[config.mk]
export PLATFORM = sky130hd
export DESIGN_NAME = timer
export DESIGN_NICKNAME = d
export VERILOG_FILES = /design/src/rtl/timer_pkg.sv /design/src/rtl/timer.sv
export SDC_FILE = /design/constraint.sdc
export NUM_CORES = 1
export LEC_CHECK = 0
export ABC_AREA = 1
export ABC_CLOCK_PERIOD_IN_PS = 2850
export BUFFER_PORTS_ARGS = -buffer_cell sky130_fd_sc_hd__buf_4
export CORE_AREA = 2 2 39 41
export CTS_CLUSTER_DIAMETER = 30
export CTS_CLUSTER_SIZE = 12
export DETAILED_ROUTE_END_ITERATION = 7
export DIE_AREA = 0 0 41 43
export GPL_ROUTABILITY_DRIVEN = 0
export PLACE_DENSITY = 0.5
export SLEW_MARGIN = 0
export SYNTH_ARGS = -nofsm -noshare
export SYNTH_HDL_FRONTEND = slang
export SYNTH_SLANG_ARGS = --single-unit
[constraint.sdc]
create_clock -name clk -period 2.85 [get_ports clk]
set_clock_uncertainty 0.05 [all_clocks]
set_input_delay 0 -clock clk [delete_from_list [all_inputs] [get_ports clk]]
set_output_delay 0 -clock clk [all_outputs]
set_load 0.01 [all_outputs]
[src/rtl/timer_pkg.sv]
`default_nettype none
// ============================================================================
// Module      : timer_pkg
// Description : Shared types and elaboration-time helpers for the interval
//               timer. These helpers convert a requested period and unit into
//               a clock-cycle count.
// Revision    : 1.0 - initial release
// ============================================================================
package timer_pkg;

    typedef enum logic [0:0] {
        IDLE = 1'b0,
        RUN  = 1'b1
    } state_t;

    // Returns the ns multiplier for a unit string, or 0 when the unit is unknown.
    function automatic longint unit_scale(input string unit);
        if (unit == "ns") return 64'd1;
        if (unit == "us") return 64'd1000;
        if (unit == "ms") return 64'd1000000;
        if (unit == "s")  return 64'd1000000000;
        return 64'd0;
    endfunction

    // Floor of period*scale/clk_ns, clamped so the timer never has a zero period.
    function automatic int cycles(input longint period, input string unit,
                                  input longint clk_ns);
        longint c;
        c = (period * unit_scale(unit)) / clk_ns;
        if (c < 64'd1) c = 64'd1;
        return int'(c);
    endfunction

endpackage : timer_pkg
`default_nettype wire

[src/rtl/timer.sv]
`default_nettype none
// ============================================================================
// Module      : timer
// Description : Down-counting interval timer. It issues a one-clock done pulse
//               COUNT cycles after start is sampled. When start is held high,
//               the timer free-runs with no dead cycle between periods.
// Revision    : 1.0 - initial release
// ============================================================================
module timer
    import timer_pkg::*;
#(
    parameter int    CLK_PERIOD_ns     = 20,
    parameter int    TIMER_PERIOD_ns   = 100,
    parameter string TIMER_PERIOD_TYPE = "ns"
) (
    input  logic clk,
    input  logic reset,
    input  logic enable,
    input  logic sync_resetn,
    input  logic start,
    output logic done
);

    localparam int COUNT = cycles(longint'(TIMER_PERIOD_ns), TIMER_PERIOD_TYPE,
                                  longint'(CLK_PERIOD_ns));
    localparam int CW    = $clog2(COUNT + 1);
    localparam logic [CW-1:0] RELOAD = CW'(COUNT - 1);

    // Reject unit strings the scale table does not know.
    if (unit_scale(TIMER_PERIOD_TYPE) == 64'd0) begin : g_bad_unit
        $error("timer: unsupported TIMER_PERIOD_TYPE \"%s\"", TIMER_PERIOD_TYPE);
    end

    state_t          state_q, state_d;
    logic [CW-1:0]   cnt_q,   cnt_d;
    logic            done_q,  done_d;

    // State register: asynchronous clear, otherwise load the next-state values.
    always_ff @(posedge clk or posedge reset) begin
        if (reset) begin
            state_q <= IDLE;
            cnt_q   <= '0;
            done_q  <= 1'b0;
        end else begin
            state_q <= state_d;
            cnt_q   <= cnt_d;
            done_q  <= done_d;
        end
    end

    // Next state: the sync clear has priority over the enable freeze. In RUN,
    // start matters only at the terminal count, so it cannot retrigger the timer.
    always_comb begin
        state_d = state_q;
        cnt_d   = cnt_q;
        if (!sync_resetn) begin
            state_d = IDLE;
            cnt_d   = '0;
        end else if (enable) begin
            case (state_q)
                IDLE: begin
                    if (start) begin
                        state_d = RUN;
                        cnt_d   = RELOAD;
                    end
                end
                RUN: begin
                    if (cnt_q != '0) begin
                        cnt_d = cnt_q - CW'(1);
                    end else if (start) begin
                        cnt_d = RELOAD;
                    end else begin
                        state_d = IDLE;
                    end
                end
                default: begin
                    state_d = IDLE;
                    cnt_d   = '0;
                end
            endcase
        end
    end

    // Output: pulse done on the enabled edge that leaves the terminal count.
    always_comb begin
        done_d = sync_resetn && enable && (state_q == RUN) && (cnt_q == '0);
    end

    assign done = done_q;

endmodule : timer
`default_nettype wire

Yosys cells after proc, flatten, opt, wreduce, memory -nomap -nowiden
Index checks and enable logic that the tools add are counted.

storage, ports and cells
  memory bits (read-only) = 0
  bits in writable memories = 0
  bits of input ports = 5
  memories kept = 0
  bits in latches = 0
  bits in registers = 5
  output and inout port bits = 1
  word-level logic and storage cells = 21

cells by class
  bitwise operators = 1
  magnitude comparators = 0
  muxes and demuxes = 10
  equal/unequal tests = 1
  shift-type cells = 0
  reductions and logical operators = 5
  div/mod/pow operators = 0
  add/sub/neg operators = 1
  multipliers = 0

operators by type and width
  cell                 count
  $mux 3               4
  $pmux 3 s2           1
  $mux 1               4
  $logic_and 1x1->1    3
  $logic_not 3->1      1
  $reduce_bool 3->1    1
  $sub 3x1->3 const B  1
  $ne 2x2->1 const B   1
  $pmux 1 s2           1
  $not 1->1            1

Depth between registers and ports, before layout
Gate-level depths: netlist (run 1).

  depth in word-level cells = 5
  gate-level depth with buffers = 8
  mapped depth without buffers = 8

Worst setup path before layout (run 1)
OpenSTA, ideal clock, no wires.

  path kind = reg-to-reg
  start point = reg cnt_q[0]
  end point = reg cnt_q[0]
  buffers on the path = 0
  library setup time = 0.117 ns
  clock period less this slack = 1.138 ns
  cell stages (with the launch flop) = 9
  data required time = 2.683 ns
  arrival = 0.970 ns
  slack = 1.712 ns
  cells stage by stage = dfrtp_1 inv_1 ha_1 nand2_1 nand2_1 nand2_1 nand2_1 nand3_1 nand2_1

on the way
  cells in the longest elaborated chain, start to end = 5
  elaborated cells on any way between the ends = 7
  those cells by class = add/sub: 1; mux: 5; reduce/logical: 1

ends and longest elaborated chain
  element                              line         RTL
  start: declaration                   timer.sv:35  logic [CW-1:0] cnt_q, cnt_d;
  start signal: assignment             timer.sv:46  cnt_q <= cnt_d;
  $sub 3x1->3 (tied with other cells)  timer.sv:69  cnt_d = cnt_q - CW'(1);
  $mux 3                               timer.sv:68  if (cnt_q != '0) begin
  $pmux 3 s2 *                         timer.sv:60  case (state_q)
  $mux 3 *                             timer.sv:59  end else if (enable) begin
  $mux 3 *                             timer.sv:56  if (!sync_resetn) begin

Every way passes the cells marked *; elsewhere a longest branch is shown, timed or not. The select of a mux whose other input is x is not followed.
A chain may end at the register's enable or synchronous reset.

Final worst setup path (run 1)
Ends and elaborated chain as after synthesis.

==> results.cfg, run 1 <==
[clock_tree]
cts_buffers = 3
clk_pin_slew_ns = 0.05
cts.path.max_buffers = 2
hold_buffers = 3
clkLatencyLatePin_ns = 0.25
cts_tree = done
clockRootBuffer = clkbuf_4
clkSinkCount = 5
cts_resized = 0
cts_max_level = 1
post_cts_buffers = 0

[sta]
max_slew.worst_pin.slew_ns = 0.198
min_period_over_period_pct = 44.2
fmax_mhz = 794
hold_viol = 0
rsz0062_at_grt = no
slew_headroom_pct = 86.8
tns_ns = 0
setup_viol = 0
holdWs_ns = 0.0140
finalCriticalPeriod_ns = 1.26
slew_viol_final = 0

[global_route]
grtUsageTotal_pct = 9.16
overflow = 0
grt_antenna_before_repair = 0
grt_pass1_wl_mm = 1.03
grt_max_degree = 6
grt_pass1_vias = 258

[detailed_routing]
via_count = 282
wirelength_um = 601
drt-pass1-iter-count = 5
drt_iter0_markers = 8
viasPerCell = 4.09
ant_nets = 0
wire_per_inst_um = 8.71
drc_errors = 0

[synthesis]
syn_avg_cell_area_um2 = 7.20
syn-instance-count = 41
yosysWarnings = 0
synth_cell_type_count = 9
synth_area_um2 = 295
synth_nets = 48
synth_seq_area_share_pct = 42.4
ys_ff_latch = 5

[hold_path]
hold_path.class = in2reg
holdPathStages = 5
whs_endpoint = state_q
hold_start = start

[power]
peakVddDrop_mv = 0.127
p_total_uw = 183
p_leak_uw = 0.000229
power_density_nw_per_um2 = 446

[cells_and_area]
drive_above_1_share_pct = 26.4
area_growth_pct = 39.0
final_area_um2 = 410
fillCellCount = 147
n_antenna_cell = 0
layout.nets = 61
final_core_util_pct = 29.7

[die]
boundaryPins = 6
num_rows = 14
die_x_um = 41
die_h_um = 43
coreArea_um2 = 1380
start_util_pct = 21.3
dieArea_um2 = 1760

[worst_setup_path]
crit_chain = inv_1 -> ha_1 -> nand2_1 -> nand2_1 -> nand2_1 -> nand2_1 -> nand3_1 -> nand2_1
required_ns = 2.94
crit_top_cell = nand2_1
reg2reg_to = cnt_q[0]
crit_path_start_kind = flop
r2r_start = cnt_q[0]
rrSetupSlack_ns = 1.59
slowest_delay_ns = 0.35
critical_path_peak_fanout = 3
end_kind = flop
worstRegToRegCells = 8
worst_ep_arrival_time_ns = 1.35
cp_slowest_cell = dfrtp_1
critical_path_class = reg2reg

[placed_design]
postPlaceCellArea_um2 = 353
place_hpwl_um = 468
port_buffers = 5

[outcome]
status = finished clean

[flow_run]
drv_cap = 0
routing by layer:
layer / track usage, % / vias up / part of all wire [%] / routed length, um
li1: - / 147 / - / -
met1: 10.4 / 122 / 43 / 257
met2: 12.8 / 11 / 49 / 296
met3: 3.14 / 2 / 6.2 / 37
met4: 8.00 / 0 / 1.7 / 10
met5: 0 / - / 0 / 0
power by group:
part | total, uW | switching (uW) | internal (uW)
logic | 23.5 | 12.2 | 11.4
registers | 76.8 | 2.94 | 73.8
clock network | 82.7 | 31.8 | 50.9
cells by family after synthesis:
| group | synth area share, % |
|---|---|
| AOI/OAI and AO/OA | 2.97 |
| adders and majority gates | 8.47 |
| buffers and inverters | 10.2 |
| DFF | 42.4 |
| and+or+nand+nor | 36.0 |
worst max-delay path by stage:
stage	start	to	slack (ns)	cells past startpoint
3_5_place_dp	cnt_q[0]	cnt_q[0]	1.61	8
4_1_cts	cnt_q[0]	cnt_q[0]	1.58	8
3_3_place_gp	cnt_q[0]	cnt_q[1]	1.61	8
5_1_grt	cnt_q[0]	cnt_q[1]	1.47	8
2_1_floorplan	cnt_q[0]	cnt_q[0]	1.71	8
6_report	cnt_q[0]	cnt_q[0]	1.59	8
flip-flops by register name, summed over array words and instances, names as in the netlist:
register and flops:
cnt_q 3, state_q 1, done 1
critical path, delay by kind of cell, from the launching register on:
kind / cells / cell delay, ns
fa+ha+maj: 1 / 0.24
buf+inv: 1 / 0.08
flops: 1 / 0.35
simple gates: 6 / 0.44
cells in the mapped netlist:
master | number | share of area (%)
nand2_1 | 15 | 19
ha_1 | 2 | 8.5
nor2_1 | 2 | 2.5
dfrtp_1 | 5 | 42
nand3_1 | 6 | 10
a21oi_2 | 1 | 3.0
nand2_2 | 2 | 4.2
inv_1 | 6 | 7.6
inv_2 | 2 | 2.5
cell type report:
class	count	area, um^2	area share, %
Clock inverter	1	5.00	1.22
Tap cell	16	20.0	4.88
Multi-Input combinational cell	28	140	34.1
Clock buffer	3	22.5	5.49
Sequential cell	5	125	30.5
Timing Repair Buffer	8	67.6	16.5
Inverter	8	30.0	7.32
metrics by stage:
| step | cells | setup slack (ns) |
|---|---|---|
| 5_1_grt | 69 | 1.47 |
| 6_report | 69 | 1.59 |
| 3_5_place_dp | 62 | 1.61 |
| 4_1_cts | 69 | 1.58 |
| 2_1_floorplan | 41 | 1.71 |
| 3_3_place_gp | 62 | 1.61 |
cell usage in the layout, fill, tap and decap left out:
cell | synthesis | layout
a21oi_2 | 1 | 1
buf_4 | 0 | 5
clkbuf_4 | 0 | 3
clkinv_2 | 0 | 1
dfrtp_1 | 5 | 5
dlygate4sd3_1 | 0 | 3
ha_1 | 2 | 2
inv_1 | 6 | 6
inv_2 | 2 | 2
nand2_1 | 15 | 15
nand2_2 | 2 | 2
nand3_1 | 6 | 6
nor2_1 | 2 | 2
(Power assumes the default switching activity.)
==> run 2: changes to the inputs <==
--- a/config.mk
+++ b/config.mk
@@ -6,7 +6,7 @@
 export NUM_CORES = 1
 export LEC_CHECK = 0
 export ABC_AREA = 1
-export ABC_CLOCK_PERIOD_IN_PS = 2850
+export ABC_CLOCK_PERIOD_IN_PS = 1020
 export BUFFER_PORTS_ARGS = -buffer_cell sky130_fd_sc_hd__buf_4
 export CORE_AREA = 2 2 39 41
 export CTS_CLUSTER_DIAMETER = 30
@@ -14,7 +14,7 @@
 export DETAILED_ROUTE_END_ITERATION = 7
 export DIE_AREA = 0 0 41 43
 export GPL_ROUTABILITY_DRIVEN = 0
-export PLACE_DENSITY = 0.5
+export PLACE_DENSITY = 0.51
 export SLEW_MARGIN = 0
 export SYNTH_ARGS = -nofsm -noshare
 export SYNTH_HDL_FRONTEND = slang
==> constraint.sdc (replaced) <==
create_clock -name clk -period 1.02 [get_ports clk]
set_clock_uncertainty 0.05 [all_clocks]
set_input_delay 0 -clock clk [delete_from_list [all_inputs] [get_ports clk]]
set_output_delay 0 -clock clk [all_outputs]
set_load 0.01 [all_outputs]
==> results.cfg, run 2 (synthesized netlist as in run 1, its figures left out) <==
[cells_and_area]
multi_input_area_um2 = 190
final_common_cell = buf_4
layout.nets = 69
drive_above_1_share_pct = 55.7
fillCellCount = 152
largest_reg_flops = 3
layout_common_cells = buf_4 (12), nand2_1 (10), nand2_2 (7)
seq_area_um2 = 125
area_growth_pct = 77.5
n_antenna_cell = 0
instances_no_fill = 77
top_register = cnt_q

[sta]
slew_viol_final = 0
hold_viol = 0
finalCriticalPeriod_ns = 1.14
slew_headroom_pct = 85.8
fmax_mhz = 879
max_slew.worst_pin.slew_ns = 0.213
fin_ws_ns = -0.118
min_period_over_period_pct = 112
setup_viol = 4
rsz0062_at_grt = yes
holdWs_ns = 0.0125

[die]
boundaryPins = 6
die_h_um = 43
die_x_um = 41
coreArea_um2 = 1380
dieArea_um2 = 1760
start_util_pct = 21.3
num_rows = 14

[detailed_routing]
viasPerCell = 4.21
wirelength_um = 653
drt_iter0_markers = 3
wl_met2_um = 382
wl_met1_um = 247
highest_layer = met3
via_count = 324
drc_errors = 0
wire_per_inst_um = 8.48
met3_length_um = 23
drt-pass1-iter-count = 4
ant_nets = 0

[worst_setup_path]
crit_buf_inv = 2
worst_ep_arrival_time_ns = 1.23
crit_top_cell = nand2_1
required_ns = 1.11
crit_chain = inv_2 -> buf_6 -> ha_4 -> nand2_1 -> nand2_1 -> nand3_2 -> nand2_1 -> nand2_1
rrSetupSlack_ns = -0.12
r2r_start = cnt_q[0]
critical_path_class = reg2reg
path_delay_family = flip-flops
crit_path_start_kind = flop
reg2reg_to = cnt_q[2]
worstRegToRegCells = 8
critical_path_peak_fanout = 3
cp_slowest_cell = dfrtp_1
end_kind = flop
slowest_delay_ns = 0.38

[global_route]
grtUsageTotal_pct = 10.5
overflow = 0
grt_pass1_vias = 321
grt_antenna_before_repair = 0
grt_pass1_wl_mm = 1.20
grt_max_degree = 6

[placed_design]
place_hpwl_um = 496
port_buffers = 5
place_inst = 67

[clock_tree]
clkSinkCount = 5
cts_max_level = 1
clockRootBuffer = clkbuf_4
cts_tree = done
cts_buffers = 3
clkLatencyLatePin_ns = 0.25
cts.path.max_buffers = 2
clk_pin_slew_ns = 0.05

[hold_path]
hold_start = start
hold_path.class = in2reg
holdPathStages = 5
whs_endpoint = cnt_q[2]

[power]
power_density_nw_per_um2 = 1040
peakVddDrop_mv = 0.385
p_leak_uw = 0.000273

[outcome]
status = finished, violations left
violations = setup timing

[flow_run]
drv_cap = 0
## run 2: changes by cell type in the layout (fill, tap and decap cells not counted), moves of 2 or more
| cell | previous run | this run |
|---|---|---|
| nand2_1 | 15 | 10 |
| buf_4 | 5 | 12 |
| inv_1 | 6 | 4 |
| nand2_2 | 2 | 7 |
| nand3_2 | 0 | 2 |
| inv_2 | 2 | 4 |
| ha_1 | 2 | 0 |
| ha_4 | 0 | 2 |
| nand3_1 | 6 | 4 |
## run 2: per-stage QoR
stage / area, um^2 / utilization, % / setup WS [ns] / TNS (ns) / power (uW)
final: 524 / 37.9 / -0.118 / -0.372 / 548
after global placement: 393 / 28.4 / -0.171 / -0.591 / 291
after detailed placement: 393 / 28.4 / -0.205 / -0.680 / 292
after global routing: 524 / 37.9 / -0.205 / -0.751 / 590
after floorplan: 298 / - / -0.0689 / -0.211 / 250
after CTS: 510 / 36.9 / -0.138 / -0.436 / 558
## run 2: area by class of cell
cell class	count	share of cell area, %
multi-input combinational	28	36.3
inverter	8	5.73
clock buffer	3	4.30
clock inverter	1	0.955
timing repair buffer	16	25.1
tap	16	3.82
sequential	5	23.9
## run 2: how the worst max path moves through the flow
stage,start,end,slack (ns),cells after the start
2_1_floorplan,cnt_q[1],cnt_q[0],-0.07,8
4_1_cts,cnt_q[0],cnt_q[1],-0.14,8
5_1_grt,cnt_q[0],cnt_q[0],-0.21,8
3_3_place_gp,cnt_q[1],cnt_q[1],-0.17,8
3_5_place_dp,cnt_q[1],cnt_q[1],-0.20,8
6_report,cnt_q[0],cnt_q[2],-0.12,8
## run 2: where the power goes
part           switching [uW]  total [uW]  internal (uW)
Sequential               8.61         215            206
Combinational            44.9        97.8           52.9
Clock                    92.5         235            142
## run 2: routing by layer
metal  track usage (%)  vias to the layer above
li1                  -                      165
met1              10.4                      154
met2              17.8                        5
met3              4.71                        0
met4              4.00                        0
met5                 0                        -
## run 2: repair_timing
| item | CTS | global route |
|---|---|---|
| resized for setup | 9 | 4 |
| cloned | 0 | 0 |
| buffers inserted | 3 | 0 |
| endpoints found under the hold margin | 9 | 0 |
| pin swaps | 6 | 6 |
| setup endpoints to repair | 5 | 5 |
| hold buffers | 3 | 0 |
## run 2: worst min-delay path, stage by stage
cell and delay [ns]:
buf_4 0.08, nand2_1 0.06, nand3_2 0.05, nand2_1 0.04
nand2_1 0.04
==> run 3: changes to the inputs <==
--- a/config.mk
+++ b/config.mk
@@ -14,6 +14,7 @@
 export DETAILED_ROUTE_END_ITERATION = 7
 export DIE_AREA = 0 0 41 43
 export GPL_ROUTABILITY_DRIVEN = 0
+export HOLD_SLACK_MARGIN = 0.12
 export PLACE_DENSITY = 0.51
 export SLEW_MARGIN = 0
 export SYNTH_ARGS = -nofsm -noshare
==> results.cfg, run 3 (synthesized netlist as in run 1, its figures left out) <==
[outcome]
status = finished, violations left
violations = setup timing

[worst_setup_path]
critical_path_peak_fanout = 3
r2r_start = cnt_q[0]
critical_path_class = reg2reg
end_kind = flop
crit_path_start_kind = flop
required_ns = 1.11
worst_ep_arrival_time_ns = 1.22
worstRegToRegCells = 8
reg2reg_to = cnt_q[2]
rrSetupSlack_ns = -0.11

[clock_tree]
cts_max_level = 1
cts_tree = done
cts_buffers = 3
clkSinkCount = 5
clk_pin_slew_ns = 0.05
clockRootBuffer = clkbuf_4
cts.path.max_buffers = 2
clkLatencyLatePin_ns = 0.25

[global_route]
grt_pass1_wl_mm = 1.20
grt_pass1_vias = 316
grt_antenna_before_repair = 0
grt_max_degree = 6
overflow = 0
grtUsageTotal_pct = 10.5

[cells_and_area]
drive_above_1_share_pct = 58.1
layout_common_cells = buf_4 (11), nand2_1 (8), nand2_2 (5), dfrtp_1 (5)
fillCellCount = 145
area_growth_pct = 90.7
top_register = cnt_q
largest_reg_flops = 3
final_area_um2 = 563
final_core_util_pct = 40.7
multi_input_area_um2 = 215
final_common_cell = buf_4
instances_no_fill = 78
n_antenna_cell = 0
seq_area_um2 = 125
layout.nets = 70

[power]
swShare_pct = 27.4
pwr-share-comb_pct = 20.5
clkPwrFrac_pct = 41.4
peakVddDrop_mv = 0.398
p_leak_uw = 0.000296
seq_power_share_pct = 38.1
p_total_uw = 567
intPower_uw = 412
power_density_nw_per_um2 = 1010
p_switching_uw = 155

[sta]
rsz0062_at_grt = yes
max_slew.worst_pin.slew_ns = 0.259
min_period_over_period_pct = 111
slew_headroom_pct = 82.7
fmax_mhz = 882
slew_viol_final = 0
finalCriticalPeriod_ns = 1.13
hold_viol = 0
setup_viol = 4
fin_ws_ns = -0.113

[detailed_routing]
wirelength_um = 662
drc_errors = 0
wire_per_inst_um = 8.49
drt_iter0_markers = 2
wl_met1_um = 258
drt-pass1-iter-count = 4
wl_met2_um = 380
highest_layer = met3
via_count = 327
viasPerCell = 4.19
met3_length_um = 23
ant_nets = 0

[die]
num_rows = 14
die_h_um = 43
coreArea_um2 = 1380
start_util_pct = 21.3
dieArea_um2 = 1760
boundaryPins = 6
die_x_um = 41

[placed_design]
postPlaceCellArea_um2 = 393
place_ws_ns = -0.205
place_hpwl_um = 496
port_buffers = 5
place_inst = 67

[hold_path]
hold_path.class = in2async

[flow_run]
drv_cap = 0
[run 3: per-layer routing]
metal / global-route usage [%] / vias to the layer above
met1: 10.7 / 155
met5: 0 / -
met3: 4.71 / 0
li1: - / 167
met2: 17.5 / 5
met4: 4.00 / 0
[run 3: layout make-up]
type                            instances  share of cell area [%]
Inverter                                8                    5.33
Timing Repair Buffer                   17                    25.8
Sequential cell                         5                    22.2
Tap cell                               16                    3.56
Multi-Input combinational cell         28                    38.2
Clock buffer                            3                    4.00
Clock inverter                          1                   0.889
[run 3: worst max path at each step]
stage	slack [ns]	cells after the start	to	start
6_report	-0.11	8	cnt_q[2]	cnt_q[0]
5_1_grt	-0.18	8	cnt_q[2]	cnt_q[0]
4_1_cts	-0.14	8	cnt_q[1]	cnt_q[0]
3_5_place_dp	-0.20	8	cnt_q[1]	cnt_q[1]
3_3_place_gp	-0.17	8	cnt_q[1]	cnt_q[1]
2_1_floorplan	-0.07	8	cnt_q[0]	cnt_q[1]
[run 3: through the flow]
stage / hold WS, ns / setup TNS (ns)
final: 0.164 / -0.348
after floorplan: -0.271 / -0.211
after CTS: 0.158 / -0.436
after detailed placement: -0.121 / -0.680
after global placement: -0.128 / -0.591
after global routing: 0.205 / -0.653
[run 3: power by group through the flow]
stage	sequential, uW	combinational [uW]	clock [uW]
6_report	216	116	235
5_1_grt	217	128	264
2_1_floorplan	216	33.4	0
3_3_place_gp	217	73.6	0
4_1_cts	215	97.5	249
3_5_place_dp	217	74.2	0
[run 3: worst max-delay path: stages, from the launching register on]
cell,delay (ns)
dfrtp_1,0.38
inv_2,0.09
buf_6,0.11
ha_4,0.13
nand2_2,0.05
nand2_2,0.06
nand3_2,0.06
nand2_1,0.05
nand2_1,0.04
[run 3: timing repair]
item / CTS / global route
hold buffers: 4 / 0
buffers inserted: 3 / 0
endpoints found under the setup margin: 5 / 5
endpoints found under the hold margin: 10 / 0
pin swaps: 6 / 6
gates resized for setup: 9 / 11
